$ cat src/rtl/sfx_pkg.sv
// Shared types, sizes and the per-event sound pattern table for the SFX sequencer.
package sfx_pkg;

    localparam int NUM_EVENTS = 4;
    localparam int MAX_STEPS  = 4;
    localparam int STEP_BITS  = 4;
    localparam int ID_W       = $clog2(NUM_EVENTS);
    localparam int STEP_IDX_W = $clog2(MAX_STEPS);

    // Channel mask bits: [2]=noise, [1]=square, [0]=saw
    localparam logic [2:0] MASK_SAW    = 3'b001;
    localparam logic [2:0] MASK_SQUARE = 3'b010;
    localparam logic [2:0] MASK_NOISE  = 3'b100;

    typedef enum logic [0:0] {
        IDLE = 1'b0,
        PLAY = 1'b1
    } state_t;

    typedef struct packed {
        logic [2:0]           mask;
        logic [STEP_BITS-1:0] frames;
    } step_t;

    // A zero frame count terminates a pattern.
    localparam step_t STEP_END = '{mask: 3'b000, frames: 4'd0};

    // Indexed [event][step]; event index is also its priority.
    localparam step_t PATTERN_ROM [NUM_EVENTS][MAX_STEPS] = '{
        '{ '{MASK_SQUARE, 4'd4}, '{MASK_SQUARE | MASK_SAW, 4'd4}, STEP_END, STEP_END },
        '{ '{MASK_SQUARE, 4'd6}, STEP_END, STEP_END, STEP_END },
        '{ '{MASK_NOISE, 4'd3}, '{MASK_SAW, 4'd3}, STEP_END, STEP_END },
        '{ '{MASK_NOISE | MASK_SAW, 4'd8}, '{MASK_NOISE, 4'd8}, '{MASK_NOISE, 4'd8}, STEP_END }
    };

    // Index of the highest set bit; 0 when nothing is set.
    function automatic logic [ID_W-1:0] highest_index(input logic [NUM_EVENTS-1:0] vec);
        logic [ID_W-1:0] idx;
        idx = '0;
        for (int i = 0; i < NUM_EVENTS; i++) begin
            if (vec[i]) begin
                idx = ID_W'(i);
            end
        end
        return idx;
    endfunction

endpackage

$ cat src/rtl/sfx_frame_tick.sv
// Produces a one-cycle frame_tick on the first clock where the raster is at (0,0).
module sfx_frame_tick
    import sfx_pkg::*;
(
    input  logic       clk,
    input  logic       reset,
    input  logic [9:0] x,
    input  logic [9:0] y,
    output logic       frame_tick
);

    logic at_origin_s;
    logic at_origin_r;

    assign at_origin_s = (x == 10'd0) && (y == 10'd0);
    assign frame_tick  = at_origin_s && !at_origin_r;

    // Remember whether the previous cycle was already at the origin.
    always_ff @(posedge clk or negedge reset) begin
        if (!reset) begin
            at_origin_r <= 1'b0;
        end else begin
            at_origin_r <= at_origin_s;
        end
    end

endmodule

$ cat src/rtl/sfx_sequencer.sv
// Turns game-event strobes into frame-aligned channel trigger sequences for the APU.
module sfx_sequencer
    import sfx_pkg::*;
(
    input  logic                  clk,
    input  logic                  reset,
    input  logic                  enable,
    input  logic [NUM_EVENTS-1:0] event_strobe,
    input  logic [9:0]            x,
    input  logic [9:0]            y,
    output logic                  saw_trigger,
    output logic                  square_trigger,
    output logic                  noise_trigger,
    output logic                  busy,
    output logic [ID_W-1:0]       active_id
);

    logic                  frame_tick_s;
    state_t                state_r, state_s;
    logic [NUM_EVENTS-1:0] pending_r, pending_s;
    logic [STEP_IDX_W-1:0] step_r, step_s, next_step_s;
    logic [STEP_BITS-1:0]  frames_left_r, frames_left_s;
    logic [ID_W-1:0]       active_id_r, active_id_s;
    logic [NUM_EVENTS-1:0] cand_set_s;
    logic [ID_W-1:0]       cand_id_s;
    logic [2:0]            mask_s;
    logic [2:0]            trig_r;
    logic                  busy_r;

    sfx_frame_tick u_frame_tick (
        .clk        (clk),
        .reset      (reset),
        .x          (x),
        .y          (y),
        .frame_tick (frame_tick_s)
    );

    // Next-state: pending capture, frame-boundary arbitration and step sequencing.
    always_comb begin
        state_s       = state_r;
        pending_s     = pending_r;
        step_s        = step_r;
        frames_left_s = frames_left_r;
        active_id_s   = active_id_r;
        mask_s        = 3'b000;
        cand_set_s    = pending_r | event_strobe;
        cand_id_s     = highest_index(cand_set_s);
        next_step_s   = step_r + STEP_IDX_W'(1);

        if (!enable) begin
            // Mute and flush; strobes are ignored while disabled.
            state_s       = IDLE;
            pending_s     = '0;
            step_s        = '0;
            frames_left_s = '0;
            active_id_s   = '0;
        end else if (!frame_tick_s) begin
            pending_s = cand_set_s;
        end else begin
            // Pending is consumed or dropped on every frame boundary.
            pending_s = '0;
            if ((cand_set_s != '0) && ((state_r == IDLE) || (cand_id_s >= active_id_r))) begin
                if (PATTERN_ROM[cand_id_s][STEP_IDX_W'(0)].frames != 4'd0) begin
                    state_s       = PLAY;
                    active_id_s   = cand_id_s;
                    step_s        = '0;
                    frames_left_s = PATTERN_ROM[cand_id_s][STEP_IDX_W'(0)].frames;
                end else begin
                    // Empty pattern: "no sound".
                    state_s       = IDLE;
                    active_id_s   = '0;
                    step_s        = '0;
                    frames_left_s = '0;
                end
            end else if (state_r == PLAY) begin
                if (frames_left_r > 4'd1) begin
                    frames_left_s = frames_left_r - 4'd1;
                end else if ((step_r == STEP_IDX_W'(MAX_STEPS - 1)) ||
                             (PATTERN_ROM[active_id_r][next_step_s].frames == 4'd0)) begin
                    state_s       = IDLE;
                    active_id_s   = '0;
                    step_s        = '0;
                    frames_left_s = '0;
                end else begin
                    step_s        = next_step_s;
                    frames_left_s = PATTERN_ROM[active_id_r][next_step_s].frames;
                end
            end else begin
                state_s = state_r;
            end
        end

        if (state_s == PLAY) begin
            mask_s = PATTERN_ROM[active_id_s][step_s].mask;
        end else begin
            mask_s = 3'b000;
        end
    end

    // Sequencer state plus registered triggers/busy taken from the next state.
    always_ff @(posedge clk or negedge reset) begin
        if (!reset) begin
            state_r       <= IDLE;
            pending_r     <= '0;
            step_r        <= '0;
            frames_left_r <= '0;
            active_id_r   <= '0;
            trig_r        <= 3'b000;
            busy_r        <= 1'b0;
        end else begin
            state_r       <= state_s;
            pending_r     <= pending_s;
            step_r        <= step_s;
            frames_left_r <= frames_left_s;
            active_id_r   <= active_id_s;
            trig_r        <= mask_s;
            busy_r        <= (state_s == PLAY);
        end
    end

    assign saw_trigger    = trig_r[0];
    assign square_trigger = trig_r[1];
    assign noise_trigger  = trig_r[2];
    assign busy           = busy_r;
    assign active_id      = active_id_r;

endmodule

$ cat config.mk
export PLATFORM = sky130hd
export DESIGN_NAME = sfx_sequencer
export DESIGN_NICKNAME = d
export VERILOG_FILES = /design/src/rtl/sfx_pkg.sv /design/src/rtl/sfx_frame_tick.sv /design/src/rtl/sfx_sequencer.sv
export SDC_FILE = /design/constraint.sdc
export NUM_CORES = 1
export LEC_CHECK = 0
export BUFFER_PORTS_ARGS = -buffer_cell sky130_fd_sc_hd__buf_2
export CAP_MARGIN = 20
export CORE_ASPECT_RATIO = 0.7
export CORE_MARGIN = 2
export CORE_UTILIZATION = 51
export DETAILED_ROUTE_END_ITERATION = 8
export MAX_ROUTING_LAYER = met4
export PLACE_DENSITY = 0.78
export SYNTH_ARGS = -nofsm -noshare
export SYNTH_HDL_FRONTEND = slang
export SYNTH_SLANG_ARGS = --single-unit
$ cat constraint.sdc
create_clock -name clk -period 3.2 [get_ports clk]
set_input_delay 0.48 -clock clk [delete_from_list [all_inputs] [get_ports clk]]
set_output_delay 0.48 -clock clk [all_outputs]
set_load 0.02 [all_outputs]
==> out/qor.yml <==
crit_type: "flop to flop"
drive_gt1_share_pct: 30.4
grt_util_all_layers_pct: 24.2
ys_ff_latch: 17
drtIter0Drc: 88
avgSynthCellArea_um2: 9.08
fin_skew_ns: 0.00152
tns_ns: 0
cts_root_buf: "clkbuf_4"
synth_sequential_area_ratio_pct: 35.8
vias_per_cell: 5.62
postRouteWirelength_um: 2800
first_global_vias: 1046
grt-ovfl-total: 0
syn_nets: 167
place_congestion: 0.826
port_buffers: 32
row_count: 14
path_cells: "o31ai_1 > inv_1 > ha_1 > nand2b_1 > a21oi_1 > nor2_2 > o211ai_1 > a22oi_1 > or4b_1 > a211oi_2"
setup_viol: 0
initial_utilization_pct: 54.8
cts_hold_buffers: 0
synth_xor_area_share_pct: 0.736
crit_path_end_kind: "flop"
yosys-mux-area-fraction_pct: 1.79
period_share_pct: 93.1
power_per_cell_area_nw_per_um2: 266
drt-wirelength-per-cell_um: 14.0
peakVddDrop_mv: 0.241
die_h_um: 44.4
synth_fa_ha_area_share_pct: 10.3
status: "finished, final reports clean"
syn_inst: 131
yosysWarnings: 0
synth-compound-area-share_pct: 19.2
area_growth_pct: 20.0
synthTopCellsByArea: "dfrtp_1, ha_1, nor2_1, nor2b_1, nor4_1"
synthSimpleGateAreaFrac_pct: 28.3
worst_slew_margin_rel_pct: 72.9
grt_pass1_wl_um: 4730
placed_cells: 196
stdcell_area_um2: 1430
post_cts.repair.setup_buffers: 0
ant_nets: 0
worst_pin_slew_ns: 0.403
via_count: 1123
async_flop_share_pct: 100
synth-main-ff-cell: "dfrtp_1"
max_cap_viol_count: 0
core_um2: 2170
hold_path_class: "primary input to asynchronous set/reset pin"
rsz0062_at_grt: "no"
io_pins: 33
cts_num_sinks: 17
yosys.area.top_type: "dfrtp_1"
drcViolationCount: 0
clkLatencyLatePin_ns: 0.30
clk_pin_slew_ns: 0.10
cpPeakStageDelay_ns: 0.56
final_net_count: 205
cts_tree: "done"
finalHoldViolations: 0
hpwl_um: 2220
cp-start-kind: "flop"
final_cells: 200
synth_cell_types: 42
cp.required_ns: 3.42
yosysTopAreaCellShare_pct: 35.8
crit_arrival_ns: 3.20
cts_resized: 0
place_area_um2: 1400
first_pass_iters: 4
final_util_pct: 65.7
p_leak_uw: 0.000671
post-route-min-period_ns: 2.98
grt_max_degree: 18
syn_area_um2: 1190
die_w_um: 61.7
antennaDiodeCount: 0
cts_buffers: 3
synth_top_family_by_area: "simple AND/OR/NAND/NOR gates"
cts.htree.levels: 1
cpMaxStageDelayCell: "or4b_1"
clock.fmax_mhz: 336
path_max_fanout: 8
antenna_found_initial: 0
synth_edf_count: 0
clock_path_buffers: 2
dieArea_um2: 2740
drv_slew: 0
==> layout make-up <==
| class | count | area (um^2) |
|---|---|---|
| repair buffers | 35 | 183 |
| well taps | 32 | 40.0 |
| clock buffers | 3 | 22.5 |
| multi-input cells | 103 | 718 |
| inverters | 9 | 33.8 |
| flip-flops and latches | 17 | 425 |
| clock inverters | 1 | 5.00 |
| fillers | 193 | 744 |
==> power breakdown <==
group	internal [uW]	total [uW]	switching, uW	leakage (uW)
Combinational	18.9	40.7	21.8	0.000421
Sequential	218	220	2.13	0.000232
Clock	46.6	119	72.3	0.0000177
==> registers in the layout, indices dropped and copies added, names as in the netlist <==
name	flops
busy	1
u_frame_tick.at_origin_r	1
active_id	2
frames_left_r	4
step_r	2
pending_r	4
trig_r	3
==> critical path, delay by kind of cell, from the launching register on <==
kind,cells,cell delay [ns]
DFF,1,0.42
AOI/OAI and AO/OA,5,1.26
buffers and inverters,1,0.11
adders and majority gates,1,0.29
and+or+nand+nor,3,0.83
==> placed cells by master, fill, tap and decap left out, drive strengths merged, types with 2 or more instances in the layout <==
cell	count
o211ai	2
nand2b	4
or3	2
nand2	7
a21oi	5
nor2b	8
nor4	8
nand3	3
dfrtp	17
a311oi	2
buf	35
o21ai	6
nor3	7
clkbuf	3
inv	9
a211oi	4
a21boi	2
a22oi	2
ha	9
nor2	15
==> cells in the mapped netlist, types with 2 or more instances <==
cell,n
a211oi_1,3
a21boi_0,2
a21oi_1,5
a311oi_1,2
dfrtp_1,17
ha_1,9
inv_1,9
nand2_1,7
nand2b_1,4
nand3_1,3
nor2_1,14
nor2b_1,8
nor3_1,7
nor4_1,7
o211ai_1,2
o21ai_0,6
==> kinds of logic (layout without fill, tap and decap cells) <==
| logic type | count (synthesis) | in the layout |
|---|---|---|
| fa+ha+maj | 10 | 10 |
| mux | 2 | 2 |
| buf+inv | 11 | 48 |
| xor+xnor | 1 | 1 |
| compound gates | 29 | 29 |
| flops | 17 | 17 |
| simple gates | 61 | 61 |
==> metal layers <==
layer | part of all wire [%] | up-vias | GRT usage [%] | routed length (um)
met5 | 0 | - | - | 0
li1 | - | 556 | - | -
met2 | 48 | 50 | 37.1 | 1330
met1 | 45 | 513 | 34.5 | 1250
met3 | 6.7 | 4 | 2.63 | 188
met4 | 0.82 | 0 | 6.38 | 23
==> metrics by stage <==
step	power [uW]	hold slack [ns]	setup slack (ns)
2_1_floorplan	241	0.184	0.198
3_3_place_gp	263	0.405	0.183
3_5_place_dp	265	0.418	0.113
4_1_cts	381	0.0899	0.277
5_1_grt	394	0.108	0.0610
6_report	380	0.0857	0.220
==> path summary, 6_finish.rpt <==
path                                        start                endpoint  slack [ns]  depth (start not counted)
min in group clk                  event_strobe[1]  pending_r[1]$_DFF_PN0_        0.44                          3
max in group asynchronous                   reset     step_r[0]$_DFF_PN0_        2.84                          1
min reg2reg                pending_r[1]$_DFF_PN0_  pending_r[1]$_DFF_PN0_        0.53                          2
max reg2reg                pending_r[2]$_DFF_PN0_     trig_r[0]$_DFF_PN0_        0.22                         10
min                                         reset  active_id[1]$_DFF_PN0_        0.09                          1
max                        pending_r[2]$_DFF_PN0_     trig_r[0]$_DFF_PN0_        0.22                         10
No activity file was read; power rests on OpenSTA's default activity.
